[config.mk]
export PLATFORM = sky130hd
export DESIGN_NAME = alu_arbiter
export DESIGN_NICKNAME = d
export VERILOG_FILES = /design/src/rtl/alu_arbiter.sv
export SDC_FILE = /design/constraint.sdc
export NUM_CORES = 1
export LEC_CHECK = 0
export CELL_PAD_IN_SITES_DETAIL_PLACEMENT = 1
export CELL_PAD_IN_SITES_GLOBAL_PLACEMENT = 1
export CORE_UTILIZATION = 29
export CTS_CLUSTER_DIAMETER = 40
export DETAILED_ROUTE_END_ITERATION = 7
export HOLD_SLACK_MARGIN = 0.05
export PLACE_DENSITY_LB_ADDON = 0.1
export SETUP_SLACK_MARGIN = 0.1
export SLEW_MARGIN = 20
export SYNTH_ARGS = -nofsm -noshare
export SYNTH_HDL_FRONTEND = slang
export SYNTH_SLANG_ARGS = --single-unit
[constraint.sdc]
create_clock -name clk -period 1.4 [get_ports clk]
set_input_delay 0.28 -clock clk [delete_from_list [all_inputs] [get_ports clk]]
set_output_delay 0.28 -clock clk [all_outputs]
set_load 0.02 [all_outputs]
[src/rtl/alu_arbiter.sv]
// alu_arbiter: two-requester round-robin front end for a shared ALU.
// A granted request's operands are registered onto the ALU bus, held for
// SETTLE cycles, and the ALU result is captured and acknowledged.
// Optional build macro: ALU_ARB_DIVZ_EN adds divide-by-zero substitution
// (res=16'hFFFF, err=1) at capture; without it err is tied low.
module alu_arbiter #(
  parameter int unsigned SETTLE = 1
) (
  input  logic        clk,
  input  logic        rst_n,
  input  logic        req0,
  input  logic        req1,
  input  logic [7:0]  a0,
  input  logic [7:0]  b0,
  input  logic [7:0]  a1,
  input  logic [7:0]  b1,
  input  logic [3:0]  cmd0,
  input  logic [3:0]  cmd1,
  output logic        ack0,
  output logic        ack1,
  output logic [15:0] res,
  output logic        res_id,
  output logic        res_vld,
  output logic        err,
  output logic        busy,
  output logic [7:0]  alu_a,
  output logic [7:0]  alu_b,
  output logic [3:0]  alu_cmd,
  output logic        alu_oe,
  input  logic [15:0] alu_d_out
);

  typedef enum logic [1:0] {S_IDLE, S_EXEC, S_DONE} state_t;

  state_t      r_state;
  state_t      w_next;
  logic [3:0]  r_cnt;
  logic        r_grant;
  logic        r_last;
  logic [7:0]  r_alu_a;
  logic [7:0]  r_alu_b;
  logic [3:0]  r_alu_cmd;
  logic [15:0] r_res;
  logic        r_res_id;
  logic        w_any;
  logic        w_grant;
  logic        w_capture;

  assign w_any     = req0 | req1;
  // On contention the requester not served last wins; otherwise the lone one.
  assign w_grant   = (req0 & req1) ? ~r_last : req1;
  assign w_capture = (r_state == S_EXEC) && (r_cnt == 4'(SETTLE - 1));

  // State register
  always_ff @(posedge clk or negedge rst_n) begin
    if (!rst_n) r_state <= S_IDLE;
    else        r_state <= w_next;
  end

  // Next-state logic
  always_comb begin
    w_next = r_state;
    unique case (r_state)
      S_IDLE: if (w_any)     w_next = S_EXEC;
      S_EXEC: if (w_capture) w_next = S_DONE;
      S_DONE:                w_next = S_IDLE;
      default:               w_next = S_IDLE;
    endcase
  end

  // Grant, round-robin pointer, operand registers and settle counter
  always_ff @(posedge clk or negedge rst_n) begin
    if (!rst_n) begin
      r_cnt     <= '0;
      r_grant   <= 1'b0;
      r_last    <= 1'b1;
      r_alu_a   <= '0;
      r_alu_b   <= '0;
      r_alu_cmd <= '0;
    end else if (r_state == S_IDLE && w_any) begin
      r_cnt     <= '0;
      r_grant   <= w_grant;
      r_last    <= w_grant;
      r_alu_a   <= w_grant ? a1 : a0;
      r_alu_b   <= w_grant ? b1 : b0;
      r_alu_cmd <= w_grant ? cmd1 : cmd0;
    end else if (r_state == S_EXEC) begin
      r_cnt <= r_cnt + 4'd1;
    end
  end

`ifdef ALU_ARB_DIVZ_EN
  logic r_err;

  // Result capture with divide-by-zero substitution
  always_ff @(posedge clk or negedge rst_n) begin
    if (!rst_n) begin
      r_res    <= '0;
      r_res_id <= 1'b0;
      r_err    <= 1'b0;
    end else if (w_capture) begin
      r_res_id <= r_grant;
      if (r_alu_cmd == 4'b0101 && r_alu_b == 8'h00) begin
        r_res <= '1;
        r_err <= 1'b1;
      end else begin
        r_res <= alu_d_out;
        r_err <= 1'b0;
      end
    end
  end

  assign err = r_err;
`else
  // Result capture, ALU output taken unmodified
  always_ff @(posedge clk or negedge rst_n) begin
    if (!rst_n) begin
      r_res    <= '0;
      r_res_id <= 1'b0;
    end else if (w_capture) begin
      r_res    <= alu_d_out;
      r_res_id <= r_grant;
    end
  end

  assign err = 1'b0;
`endif

  // State-decoded outputs
  always_comb begin
    alu_oe  = (r_state == S_EXEC);
    ack0    = (r_state == S_DONE) && !r_grant;
    ack1    = (r_state == S_DONE) &&  r_grant;
    res_vld = (r_state == S_DONE);
    busy    = (r_state != S_IDLE);
  end

  assign res     = r_res;
  assign res_id  = r_res_id;
  assign alu_a   = r_alu_a;
  assign alu_b   = r_alu_b;
  assign alu_cmd = r_alu_cmd;

endmodule

==> impl_results.rst <==
.. list-table::
   :header-rows: 1

   * - Metric
     - Value
   * - Most frequently used cell type in the post-synthesis netlist
     - dfrtp_1
   * - Floorplan die area
     - 7860 um2
   * - Remaining antenna violation count after routing
     - 0
   * - Worst Hold Slack
     - 0.422 ns
   * - Cell type with the largest total area after synthesis
     - dfrtp_1
   * - Final critical path time including I/O delays and setup
     - 1.58 ns
   * - Main flop type after synthesis
     - dfrtp_1
   * - Post-route clock period utilization
     - 113%
   * - Sequential area share after synthesis
     - 51.8%
   * - Vertical die dimension
     - 88.7 um
   * - Number of vias in the routed layout
     - 1,673
   * - Warnings from Yosys
     - 0
   * - Syn nets
     - 203
   * - Number of max-capacitance violations reported
     - 0
   * - Post-synthesis sequential element count
     - 45
   * - Count of port buffers added during placement
     - 101
   * - Worst setup skew after layout
     - 0.0106 ns
   * - Failing checks
     - negative setup slack
   * - Post-synth EDFFs
     - 0
   * - Starting density of the core
     - 30.0%
   * - TritonRoute pass-1 iters
     - 3
   * - Count of fill cells added during filler insertion
     - 744
   * - Maximum number of pins on one net before global-route repair
     - 32
   * - Placed cell areas
     - 3500 um2
   * - Non-Filler Cell Area, Final
     - 3930 um2
   * - Reg-to-reg endpoint
     - alu_b[1]
   * - Total half-perimeter wirelength after legalization and detailed placement
     - 3.86 mm
   * - Worst-path fanout max
     - 5
   * - Most numerous cell types in the synthesized netlist
     - 44 x dfrtp_1, 38 x mux2_4, 19 x mux2_2, 5 x o21ai_0, 4 x inv_1
   * - Power per Cell Area
     - 2220 nW/um2
   * - Proportion of layout cells with a drive suffix above 1
     - 49.3%
   * - Worst setup SP type
     - register
   * - Top achievable clock speed
     - 0.631 GHz
   * - Aggregate global routing overflow
     - 0
   * - Clock sink total
     - 45
   * - Fin worst setup slack
     - -0.184 ns
   * - Wire length of the first global-routing pass
     - 9.09 mm
   * - Core Footprint
     - 7250 um2
   * - TritonCTS clock tree
     - yes
   * - Async S/R FF share, synth
     - 100%
   * - Buffer depth of the longest clock path
     - 2
   * - Die Span X
     - 88.7 um
   * - Top cells by area, synth
     - dfrtp_1 51%, mux2_4 26%, mux2_2 9.8%
   * - Final Hold Viols
     - 0
   * - Type of the worst min-delay path
     - primary input to asynchronous set/reset pin
   * - Element type at the critical path end
     - register
   * - Post-route DRC violation count
     - 0
   * - I/O pin count
     - 103
   * - Clock insertion delay at the later pin of the skew report
     - 0.30 ns
   * - Clock transition at the registers of the reported paths
     - 0.09 ns
   * - Final #Nets
     - 344
   * - Combined global-route utilization of all metal layers
     - 15.9%
   * - Wire per inst
     - 15.7 um
   * - Vias in the first global route
     - 1,761
   * - Initial antenna violation count
     - 0
   * - Leak Pwr
     - 1.83 nW
   * - Setup repair after global routing missed its margin
     - yes
   * - Non-filler cells, final
     - 381
   * - Worst R2R Path Depth
     - 5
   * - Number of different library cells in the post-synthesis netlist
     - 27
   * - Std-Cell Rows
     - 31
   * - CP required
     - 1.58 ns
   * - Synthesized area per cell
     - 15.4 um2
   * - Worst Path Class, Setup
     - register to register
   * - H-tree levels
     - 2
   * - Gate count of the mapped netlist
     - 141
   * - Total negative slack for setup checks
     - -5.08 ns
   * - Fraction of post-synthesis cell area in the top cell type by area
     - 50.5%
   * - Synth Cell Area
     - 2180 um2
   * - Overall power
     - 8.71 mW
   * - Peak supply drop
     - 1.10 mV
   * - WP data arrival
     - 1.76 ns
   * - Count of placed standard cells including taps
     - 353
   * - Starting DRT DRC Count
     - 19
   * - Via-per-instance ratio
     - 4.39
   * - Reg-to-reg setup timing slack
     - -0.18 ns
   * - Routability cong.
     - 0.653
   * - Layout overhead on the synthesized area
     - 80.5%
   * - Total setup violations reported at the end of the flow
     - 42
   * - Number of buffers created by CTS
     - 5
   * - Routed Wire Length
     - 5.99 mm
   * - R2r startpoint
     - r_last
   * - ANT cells
     - 0
   * - Number of pins exceeding their max-slew limit in the final report
     - 0
   * - Clock tree root buffer cell
     - clkbuf_8
   * - Result of the run
     - complete, but fails checks
registers in the layout (all words and copies together) (netlist names):
name     count
r_state      2
alu_cmd      4
r_grant      1
r_last       1
res         16
r_cnt        4
alu_b        8
alu_a        8
res_id       1
metal layers:
layer  share of wire (%)  GRT usage [%]  vias to the layer above
met2                  48           26.2                       58
met1                  45           20.8                      826
met4                 1.2           5.28                        0
met5                   0              0                        -
li1                    -              -                      782
met3                 5.6           3.54                        7
worst max-delay path by stage:
stage                     startpoint       end  slack [ns]  cells after the start
after floorplan             r_cnt[0]    res[0]        -0.1                      6
after global placement          req1  alu_a[0]       -0.61                      4
after detailed placement        req1  alu_a[5]       -0.69                      4
after CTS                     r_last  alu_b[1]       -0.20                      5
after global routing          r_last  alu_a[0]       -0.22                      5
final                         r_last  alu_b[1]       -0.18                      5
through the flow:
step | setup WS, ns | utilization [%]
after floorplan | -0.0954 | -
after global placement | -0.614 | 48.2
after detailed placement | -0.690 | 48.2
after CTS | -0.197 | 52.8
after global routing | -0.222 | 54.2
final | -0.184 | 54.2
layout make-up:
| cell class | instances | area, um2 | area share (%) |
|---|---|---|---|
| timing repair buffer | 136 | 1380 | 35.2 |
| multi-input combinational | 89 | 1190 | 30.3 |
| sequential | 45 | 1130 | 28.7 |
| tap | 99 | 124 | 3.15 |
| clock buffer | 7 | 86.3 | 2.20 |
| inverter | 5 | 21.3 | 0.541 |
where the power goes:
| group | switching (mW) | total (mW) | internal, mW |
|---|---|---|---|
| sequential | 0.407 | 2.38 | 1.97 |
| combinational | 2.47 | 5.52 | 3.05 |
| clock | 0.424 | 0.816 | 0.392 |
critical path, stage by stage (launching register included):
cell and delay, ns:
dfstp_2 0.54, a21bo_4 0.13, buf_12 0.12, buf_12 0.12, mux2_4 0.29, mux2_4 0.26
placed cells by master (no fill, tap or decap), types with 4 or more instances in the layout:
cell	count
buf_12	7
buf_4	16
buf_6	13
clkbuf_2	11
clkbuf_8	6
clkdlybuf4s15_1	24
clkdlybuf4s50_1	56
dfrtp_1	44
dlygate4sd2_1	4
inv_2	4
mux2_2	8
mux2_4	49
nand2_8	4
kinds of logic (layout without fill, tap and decap cells):
family | count (synthesis) | in the layout | share of synthesized area, %
adders and majority gates | 2 | 2 | 1.15
AOI/OAI and AO/OA | 11 | 11 | 3.50
and+or+nand+nor | 12 | 16 | 3.05
other | 1 | 1 | 0.172
DFF | 45 | 45 | 51.8
muxes | 59 | 59 | 36.9
buffers and inverters | 11 | 148 | 3.45
timing repair:
item | CTS | global route
resized for setup | 105 | 53
pin swaps | 6 | 9
cloned | 6 | 0
setup endpoints to repair | 81 | 77
hold endpoints to repair | 13 | 0
buffers inserted | 8 | 8
hold buffers | 1 | 0
Power figures use the tool's default switching activity.
